--- config.mk ---
export PLATFORM = sky130hd
export DESIGN_NAME = cmp_seq_ctrl
export DESIGN_NICKNAME = d
export VERILOG_FILES = /design/src/rtl/cmp_seq_ctrl.sv
export SDC_FILE = /design/constraint.sdc
export NUM_CORES = 1
export LEC_CHECK = 0
export ABC_AREA = 1
export BUFFER_PORTS_ARGS = -buffer_cell sky130_fd_sc_hd__buf_2
export CAP_MARGIN = 20
export CELL_PAD_IN_SITES_DETAIL_PLACEMENT = 0
export CELL_PAD_IN_SITES_GLOBAL_PLACEMENT = 2
export CORE_MARGIN = 5
export CORE_UTILIZATION = 31
export CTS_CLUSTER_DIAMETER = 40
export DETAILED_ROUTE_END_ITERATION = 8
export PLACE_DENSITY_LB_ADDON = 0.15
export SLEW_MARGIN = 20
export SYNTH_ARGS = -nofsm -noshare
export SYNTH_HDL_FRONTEND = slang
export SYNTH_SLANG_ARGS = --single-unit
--- constraint.sdc ---
create_clock -name clk -period 2.13 [get_ports clk]
set_clock_uncertainty 0.05 [all_clocks]
set_input_delay 0.1065 -clock clk [delete_from_list [all_inputs] [get_ports clk]]
set_output_delay 0.1065 -clock clk [all_outputs]
set_load 0.02 [all_outputs]
--- src/rtl/cmp_seq_ctrl.sv ---
// Wide unsigned compare built from one N-bit slice comparator, scanned MSB slice first.
// Build option: define EARLY_EXIT_EN to stop the scan at the first differing slice.
module cmp_seq_ctrl #(
  parameter int unsigned N      = 4,
  parameter int unsigned SLICES = 4
) (
  input  logic                         clk,
  input  logic                         rst_n,
  input  logic                         start,
  input  logic [N*SLICES-1:0]          A,
  input  logic [N*SLICES-1:0]          B,
  output logic                         busy,
  output logic                         done,
  output logic                         equal,
  output logic                         A_greater_than_B,
  output logic                         B_greater_than_A,
  output logic [$clog2(SLICES+1)-1:0]  slices_used
);

  localparam int unsigned W    = N * SLICES;
  localparam int unsigned IdxW = (SLICES > 1) ? $clog2(SLICES) : 1;
  localparam int unsigned CntW = $clog2(SLICES + 1);

  typedef enum logic [0:0] {StIdle, StScan} state_e;

  state_e            state_q;
  logic [W-1:0]      a_q, b_q;
  logic [IdxW-1:0]   idx_q;
  logic              dec_q;
  logic              gt_q;

  logic [N-1:0]      slice_a, slice_b;
  logic              slice_diff, slice_gt, terminal;
  logic [CntW-1:0]   slices_cnt;
  int unsigned       base;

  // The single shared slice comparator.
  always_comb begin
    base       = 32'(idx_q) * N;
    slice_a    = a_q[base +: N];
    slice_b    = b_q[base +: N];
    slice_diff = (slice_a != slice_b);
    slice_gt   = (slice_a > slice_b);
    slices_cnt = CntW'(SLICES) - CntW'(idx_q);
  end

`ifdef EARLY_EXIT_EN
  assign terminal = (idx_q == '0) || slice_diff;
`else
  assign terminal = (idx_q == '0);
`endif

  always_ff @(posedge clk or negedge rst_n) begin
    if (!rst_n) begin
      state_q          <= StIdle;
      a_q              <= '0;
      b_q              <= '0;
      idx_q            <= '0;
      dec_q            <= 1'b0;
      gt_q             <= 1'b0;
      busy             <= 1'b0;
      done             <= 1'b0;
      equal            <= 1'b0;
      A_greater_than_B <= 1'b0;
      B_greater_than_A <= 1'b0;
      slices_used      <= '0;
    end else begin
      done <= 1'b0;
      unique case (state_q)
        StIdle: begin
          if (start) begin
            a_q     <= A;
            b_q     <= B;
            idx_q   <= IdxW'(SLICES - 1);
            dec_q   <= 1'b0;
            gt_q    <= 1'b0;
            busy    <= 1'b1;
            state_q <= StScan;
          end
        end
        StScan: begin
          if (!dec_q && slice_diff) begin
            dec_q <= 1'b1;
            gt_q  <= slice_gt;
          end
          if (terminal) begin
            // A slice decided earlier overrides whatever the current slice says.
            equal            <= !dec_q && !slice_diff;
            A_greater_than_B <= dec_q ? gt_q  : (slice_diff && slice_gt);
            B_greater_than_A <= dec_q ? !gt_q : (slice_diff && !slice_gt);
            slices_used      <= slices_cnt;
            done             <= 1'b1;
            busy             <= 1'b0;
            state_q          <= StIdle;
          end else begin
            idx_q <= idx_q - 1'b1;
          end
        end
        default: state_q <= StIdle;
      endcase
    end
  end

endmodule

Word-level counts from Yosys, hierarchy flattened:

Cells that the tools add are included.
W data, S select, Z words.

* register bits: 45
* output and inout port bits: 8

* $add $sub $neg: 2
* order comparisons: 1
* eq/ne operators: 5
* shift-type cells: 2
* mux-type cells: 18
* bitwise operators: 1
* reductions and logical operators: 14

Operators with widths (count)
* $shiftx A16 B5 Y4: 2
* $mux W1: 11
* $reduce_and A2 Y1: 5
* $pmux W1 S2: 4
* $gt A4 B4 Y1: 1
* $logic_and A1 B1 Y1: 4
* $logic_not A1 Y1: 4
* $mux W2: 2
* $ne A2 B1 Y1 const B: 2
* $ne A2 B2 Y1 const B: 2
* $ne A4 B4 Y1: 1
* $pmux W2 S2: 1
* $sub A3 B2 Y3 const A: 1
* $logic_not A2 Y1: 1
* $sub A2 B1 Y2 const B: 1
* $not A1 Y1: 1

Longest topological paths before layout:

Gate-level depths: netlist of the first run.

* depth in word-level cells: 5
* mapped depth: 15
* mapped depth without buffers: 13

Worst setup path before layout of the first run:

Ideal clock, no wire load.

* path type: reg2reg
* from: register idx_q[0]
* to: register gt_q
* data arrival time: 1.622 ns
* setup slack: 0.336 ns
* cell stages (with the launch flop): 12
* path through: dfrtp_1 > buf_4 > buf_2 > o21ai_0 > o22ai_1 > ha_1 > nand2_1 > nor2_1 > nor2_1 > nand2_1 > nor2_1 > a21oi_1

* word-level cells in the longest chain between the ends: 5

Ends and longest elaborated chain
* from (decl): line 28 `logic [IdxW-1:0] idx_q;`
* from (signal assigned): line 74 `idx_q <= IdxW'(SLICES - 1);`
* from (signal assigned): line 96 `idx_q <= idx_q - 1'b1;`
* parallel branches: the longest is 5 deep, another holds $gt A4 B4 Y1
* to (signal assigned): line 84 `gt_q <= slice_gt;`
* to (decl): line 30 `logic gt_q;`

Several ways; the timed one is not identified. The select of a mux whose other input is x is not followed.
A chain may end at the register's enable or synchronous reset.

Worst setup path after layout of the first run:

* from: register idx_q[1]
* to: register gt_q

Same word-level chain as after synthesis.

==> impl_metrics.ini, run 1 <==
[floorplanning]
num_rows = 29
design.die.area_mm2 = 0.00829
initial_utilization_pct = 31.9
core_mm2 = 0.00639
ios = 43
die_h_um = 91.1
die_w_um = 91.1

[routing]
drc = 0
drt_iter0_markers = 55
wirelength_mm = 5.12
vias = 1794
first_pass_iters = 4
vias_per_cell = 4.43
ant_nets = 0
wl_per_cell_um = 12.7

[timing]
relSlewSlack_pct = 63.5
fmax_mhz = 513
drv_slew = 0
tightest_slew_ns = 0.547
grt_setup_unrepaired = no
setup_viol = 0
final_hold_viol_count = 0
tns_ns = 0
period_share_pct = 91.5
period_needed_ns = 1.95

[clock_tree]
post_cts_buffers = 0
clk_pin_slew_ns = 0.09
clk_latency_ns = 0.29
htree_levels = 2
clockRootBuffer = clkbuf_8
cts_tree = built
clockBufferDepth = 2
cts.sinks = 45
numCtsBuffers = 5

[setup_path]
startpoint_type = flop
path_max_fanout = 7
cp.required_ns = 2.27
r2r_cells = 9
rr_startpoint = idx_q[1]$_DFFE_PN0P_
worstPathArrival_ns = 2.09
setup.worst_path.start = idx_q[1]$_DFFE_PN0P_
worstSetupPathType = flop to flop
end_kind = flop

[power]
clockPowerShare_pct = 15.1
power_density_mw_per_mm2 = 1400
p_total_uw = 3890
p_leak_uw = 0.00145
power_switching_uw = 1650
switching_share_pct = 42.4
p_int_uw = 2240
vdd_drop_max_v = 0.000466
combinationalPowerShare_pct = 45.7
power_frac_seq_pct = 39.2

[grt]
grt_max_degree = 34
antenna_found_initial = 0
grt_pass1_wl_mm = 8.71
grtUsageTotal_pct = 12.8
grt_pass1_vias = 1803
overflow = 0

[layout]
seq_area_mm2 = 0.00113
final_cell_mix = nand2_1, dfrtp_1, buf_2, dlygate4sd3_1, nor2_1
fillers = 680
fin_cells = 405
mostFrequentLayoutCell = nand2_1
layout.nets = 367
layout-drive-gt1-share_pct = 18.6
multi_input_area_um2 = 803
syn_to_final_growth_pct = 36.1
antenna_cells = 0

[synthesis]
ys_types = 18
syn_area_mm2 = 0.00204
syn_area_per_cell_um2 = 8.15
synth_nets = 290
synth.yosys.seq_area_share_pct = 55.3
synth-seq-cells = 45
yosys_warnings = 0
synth_top_area_share_pct = 55.3
yosysTopAreaCell = dfrtp_1
synthTopCellsByArea = dfrtp_1, nand2_1, nor2_1
synthCells = 250

[flow_run]
cap_violations = 0

[placement]
portBuffers = 42
placed_cells_incl_taps = 363
detailed_place_hpwl_mm = 3.55
place_congestion = 0.799

[hold_path]
hold_path.class = primary input to asynchronous set/reset pin

[run_status]
status = completed
-- layout make-up --
class / instances / area share [%]
Clock inverter: 1 / 0.181
Multi-Input combinational cell: 182 / 29.0
Sequential cell: 45 / 40.7
Timing Repair inverter: 1 / 0.271
Timing Repair Buffer: 79 / 21.0
Clock buffer: 7 / 3.47
Inverter: 13 / 1.94
Tap cell: 77 / 3.47
-- path summary, 6_finish.rpt --
kind	end	slack (ns)
setup / recovery	gt_q$_DFFE_PN0P_	0.18
hold / removal	gt_q$_DFFE_PN0P_	0.26
setup reg to reg	gt_q$_DFFE_PN0P_	0.18
hold reg to reg	a_q[9]$_DFFE_PN0P_	0.43
max in group asynchronous	a_q[6]$_DFFE_PN0P_	1.25
min in group clk	dec_q$_DFFE_PN0P_	0.29
-- synth_stat cells --
master,count
o22ai_1,4
ha_1,5
nor2_1,17
a32o_1,4
buf_2,8
buf_6,1
o21ai_0,10
dfrtp_1,45
o31ai_1,1
buf_4,1
nand2_1,129
nand3_1,1
or2_2,1
nor2_4,1
inv_2,2
a22oi_1,1
a21oi_1,8
inv_1,11
-- power groups by stage --
stage          registers [uW]  logic (uW)  clock network [uW]
2_1_floorplan            1520        1260                   0
3_3_place_gp             1520        1740                   0
3_5_place_dp             1530        1730                   0
4_1_cts                  1520        1790                 599
5_1_grt                  1580        2060                 625
6_report                 1520        1780                 586
-- per-stage QoR --
stage                     hold slack, ns  setup WS, ns  area [um^2]  util [%]
after floorplan                   -0.239         0.336         2040         -
after global placement            0.0617         0.137         2330      36.4
after detailed placement          0.0610         0.124         2330      36.4
after CTS                          0.276        0.0885         2760      43.2
after global routing               0.310       0.00838         2770      43.4
final                              0.259         0.182         2770      43.4
-- what timing repair did --
action,CTS,global route
hold endpoints to repair,52,0
endpoints found under the setup margin,0,5
gates resized for setup,0,4
hold buffers,33,0
-- cell families after synthesis --
kind of cell	count (synthesis)	synth area share [%]
flip-flops	45	55.3
adder cells (fa/ha/maj)	5	3.07
buffers and inverters	23	5.28
AO/OA/AOI/OAI	28	8.35
AND/OR/NAND/NOR	149	28.0
-- critical path, stage by stage, from the launching register on --
cell and delay (ns):
dfrtp_2 0.45, clkinvlp_4 0.20, a32o_1 0.32, ha_1 0.29, nand2_1 0.08, nor2_1 0.06, nor2_1 0.11, nand2_1 0.10
nor2_1 0.11, a21oi_1 0.05
-- per-layer routing --
metal / track usage [%] / vias up / share of wire (%) / wire (um)
met4: 3.67 / 0 / 0.94 / 48
met5: 0 / - / 0 / 0
li1: - / 940 / - / -
met1: 18.3 / 813 / 51 / 2610
met2: 19.4 / 36 / 43 / 2210
met3: 3.22 / 5 / 5.0 / 256
-- sequential cells by signal (all words and copies together), names as in the netlist, 2 cells and up --
signal / count
b_q: 16
slices_used: 3
idx_q: 2
a_q: 16
Note: power is estimated with default switching activity, not from simulation.
==> run 2: changes to the inputs <==
- CTS_CLUSTER_SIZE: default -> 28
- SETUP_SLACK_MARGIN: default -> 0.3
==> impl_metrics.ini, run 2 (same netlist as run 1, synthesis figures left out) <==
[run_status]
status = completed

[clock_tree]
clk_latency_ns = 0.30
cts_tree = built
cts.sinks = 45
clk_pin_slew_ns = 0.09
clockRootBuffer = clkbuf_8
clockBufferDepth = 2
numCtsBuffers = 5
htree_levels = 2

[setup_path]
crit_chain = clkinv_4 -> buf_12 -> nand2_2 -> a32o_2 -> ha_4 -> nand2_4 -> nor2_4 -> nor2_2 -> nand2_2 -> nor2_1 -> a21oi_1
r2r_slack_ns = 0.27
critical-path-max-stage-delay_ns = 0.46
worstPathArrival_ns = 2.03
crit_buf_inv = 2
worstSetupPathType = flop to flop
end_kind = flop
crit_path_top_delay_cell = dfrtp_2
path_common_cell = nand2_2
path_max_fanout = 7
cp.required_ns = 2.31
crit_family = flip-flops
startpoint_type = flop

[flow_run]
cap_violations = 0

[routing]
drc = 0
ant_nets = 0
vias = 1850
drt_iter0_markers = 78
wl_per_cell_um = 12.8
wirelength_mm = 5.30
first_pass_iters = 4
vias_per_cell = 4.47

[floorplanning]
initial_utilization_pct = 31.9
core_mm2 = 0.00639
die_w_um = 91.1
die_h_um = 91.1
ios = 43
num_rows = 29
design.die.area_mm2 = 0.00829

[layout]
mostFrequentLayoutCell = nand2_1
layout-drive-gt1-share_pct = 27.9
fin_area_mm2 = 0.00297
antenna_cells = 0
layout.nets = 376
reg_top3 = a_q: 16 flops, b_q: 16 flops, slices_used: 3 flops
syn_to_final_growth_pct = 45.9
final_cell_mix = nand2_1, dfrtp_1, buf_2, dlygate4sd3_1, nor2_1

[timing]
relSlewSlack_pct = 63.7
period_needed_ns = 1.86
tightest_slew_ns = 0.544
setup_viol = 0
tns_ns = 0
drv_slew = 0
period_share_pct = 87.3
fmax_mhz = 538
final_hold_viol_count = 0
grt_setup_unrepaired = yes

[grt]
overflow = 0
antenna_found_initial = 0
grt_pass1_vias = 1832
grt_pass1_wl_mm = 8.87
grt_max_degree = 34
grtUsageTotal_pct = 13.1

[hold_path]
hold_path.class = primary input to asynchronous set/reset pin

[power]
p_total_uw = 4670
p_leak_uw = 0.00153
power_density_mw_per_mm2 = 1570
vdd_drop_max_v = 0.000624

[placement]
place_congestion = 0.799
portBuffers = 42
placed_area_mm2 = 0.00233
detailed_place_hpwl_mm = 3.55
[run 2: changes by cell type in the layout (fill, tap and decap cells not counted), moves of 3 or more]
cell	before	now
nand2_1	129	119
nand2_2	0	8
buf_4	3	9
o21ai_0	10	4
o21ai_1	0	5
a32o_1	4	1
a32o_2	0	3
ha_1	5	2
ha_4	0	3
[run 2: final cells by class]
class / count / area (um^2)
clock buffer: 7 / 96.3
clock inverter: 1 / 5.00
fill: 660 / 3410
inverter: 13 / 57.6
multi-input combinational: 182 / 910
sequential: 45 / 1130
tap: 77 / 96.3
timing repair buffer: 88 / 671
timing repair inverter: 1 / 7.51
[run 2: through the flow]
step / worst slack [ns] / hold slack, ns / utilization (%) / instances
floorplan: 0.336 / -0.239 / - / 250
global placement: 0.137 / 0.0617 / 36.4 / 363
detailed placement: 0.124 / 0.0610 / 36.4 / 363
CTS: 0.250 / 0.276 / 44.3 / 411
global route: 0.180 / 0.310 / 46.5 / 414
finish: 0.271 / 0.258 / 46.5 / 414
[run 2: power by group]
group          total [uW]  internal, uW  switching (uW)
clock                 582           294             288
combinational        2540          1130            1410
sequential           1550          1260             286
[run 2: metal layers]
| layer | routed length [um] | GRT usage (%) | part of all wire [%] | up-vias |
|---|---|---|---|---|
| li1 | - | - | - | 962 |
| met3 | 255 | 3.22 | 4.8 | 5 |
| met2 | 2330 | 20.0 | 44 | 38 |
| met1 | 2660 | 18.5 | 50 | 845 |
| met4 | 48 | 3.67 | 0.91 | 0 |
| met5 | 0 | 0 | 0 | - |
[run 2: repair_timing]
item | 4_1_cts | 5_1_grt
setup endpoints to repair | 5 | 6
gates resized for setup | 7 | 35
gates cloned | 1 | 1
hold endpoints to repair | 52 | 0
hold buffers | 33 | 0
pin swaps | 1 | 8
setup buffers | 6 | 2
[run 2: final timing paths]
path	to	startpoint	cells past startpoint
worst max register to register	gt_q$_DFFE_PN0P_	idx_q[0]$_DFFE_PN0P_	11
worst min register to register	a_q[8]$_DFFE_PN0P_	a_q[8]$_DFFE_PN0P_	2
max in group asynchronous	idx_q[0]$_DFFE_PN0P_	rst_n	3
worst min-delay path	gt_q$_DFFE_PN0P_	rst_n	2
min in group clk	dec_q$_DFFE_PN0P_	start	5
worst max-delay path	gt_q$_DFFE_PN0P_	idx_q[0]$_DFFE_PN0P_	11
==> run 3: changes to the inputs <==
- CORE_ASPECT_RATIO: default -> 0.8
==> impl_metrics.ini, run 3 (same netlist as run 1, synthesis figures left out) <==
[clock_tree]
clockBufferDepth = 2
cts_tree = built
numCtsBuffers = 5
clk_pin_slew_ns = 0.08
htree_levels = 2
cts.sinks = 45
clockRootBuffer = clkbuf_8
clk_latency_ns = 0.29

[setup_path]
end_kind = flop
rr_startpoint = idx_q[0]$_DFFE_PN0P_
cp.required_ns = 2.27
timing.rr.end = A_greater_than_B$_DFFE_PN0P_
startpoint_type = flop
r2r_cells = 12
path_max_fanout = 9
worstPathArrival_ns = 1.98
r2r_slack_ns = 0.28
setup.worst_path.start = idx_q[0]$_DFFE_PN0P_
crit_end = A_greater_than_B$_DFFE_PN0P_
worstSetupPathType = flop to flop

[placement]
place_congestion = 0.738
placed_cells_incl_taps = 370
pre_cts_ws_ns = 0.170
portBuffers = 42
detailed_place_hpwl_mm = 3.34

[routing]
wl_met2_mm = 2.18
drc = 0
route.met3.wl_um = 250
ant_nets = 0
wl_met1_mm = 2.64
top_layer = met4
vias_per_cell = 4.37
wirelength_mm = 5.12
wl_per_cell_um = 12.3
drt_iter0_markers = 52
first_pass_iters = 4
vias = 1822

[layout]
reg_top3 = a_q: 16 flops, b_q: 16 flops, slices_used: 3 flops
fin_cells = 417
mostFrequentLayoutCell = nand2_1
antenna_cells = 0
layout-drive-gt1-share_pct = 24.6
final_cell_mix = nand2_1, dfrtp_1, buf_2, dlygate4sd3_1, nor2_1
final_util_pct = 45.6
layout.nets = 373
syn_to_final_growth_pct = 42.8

[grt]
overflow = 0
grtUsageTotal_pct = 13.6
grt_pass1_vias = 1819
antenna_found_initial = 0
grt_pass1_wl_mm = 8.83
grt_max_degree = 46

[timing]
grt_setup_unrepaired = yes
final_hold_viol_count = 0
period_needed_ns = 1.85
fin_ws_ns = 0.283
period_share_pct = 86.7
fmax_mhz = 542
tightest_slew_ns = 0.541
tns_ns = 0
setup_viol = 0
relSlewSlack_pct = 63.9
drv_slew = 0

[power]
p_leak_uw = 0.00149
power_density_mw_per_mm2 = 1470
vdd_drop_max_v = 0.000438
p_total_uw = 4270

[floorplanning]
initial_utilization_pct = 31.9
die_h_um = 82.5
ios = 43
num_rows = 26
design.die.area_mm2 = 0.00830
die_w_um = 101
core_mm2 = 0.00638

[hold_path]
holdPathStages = 5
hold_path.class = primary input to flop

[flow_run]
cap_violations = 0

[run_status]
status = completed
[run 3: layout make-up]
cell class / count / area [um^2]
fillers: 692 / 3470
repair inverters: 1 / 7.51
multi-input cells: 182 / 873
inverters: 13 / 55.1
clock buffers: 7 / 86.3
repair buffers: 85 / 652
well taps: 84 / 105
flip-flops and latches: 45 / 1130
[run 3: power breakdown]
group / switching (uW) / internal [uW]
Sequential: 274 / 1260
Combinational: 1250 / 953
Clock: 276 / 258
[run 3: metrics by stage]
step	area, um^2	hold WS [ns]
floorplan	2040	-0.239
global placement	2340	0.0595
detailed placement	2340	0.0593
CTS	2860	0.155
global route	2910	0.182
finish	2910	0.163
[run 3: layer usage]
layer	vias up	global-route usage [%]
li1	952	-
met1	828	19.6
met2	35	20.6
met3	7	3.19
met4	0	3.63
met5	-	0
[run 3: worst min-delay path by stage]
stage / from / to
floorplan: rst_n / A_greater_than_B$_DFFE_PN0P_
global placement: rst_n / b_q[13]$_DFFE_PN0P_
detailed placement: rst_n / b_q[13]$_DFFE_PN0P_
CTS: start / state_q$_DFF_PN0_
global route: start / state_q$_DFF_PN0_
finish: start / state_q$_DFF_PN0_
[run 3: worst max-delay path: stages, from the launching register on]
cell and delay (ns):
dfrtp_2 0.45, inv_4 0.08, buf_12 0.11, nand2_1 0.05, a32o_2 0.26, ha_4 0.27
nand2_1 0.05, nor2_2 0.15, inv_2 0.06, nand2_1 0.06, nand2_1 0.04, nand2_1 0.05
nand2_1 0.05
[run 3: repair_timing]
item                                    CTS  global route
hold buffers                             33             0
pin swaps                                 2             6
endpoints found under the setup margin    5             6
setup buffers                             5             0
gates cloned                              2             0
endpoints found under the hold margin    77             0
resized for setup                        16            16
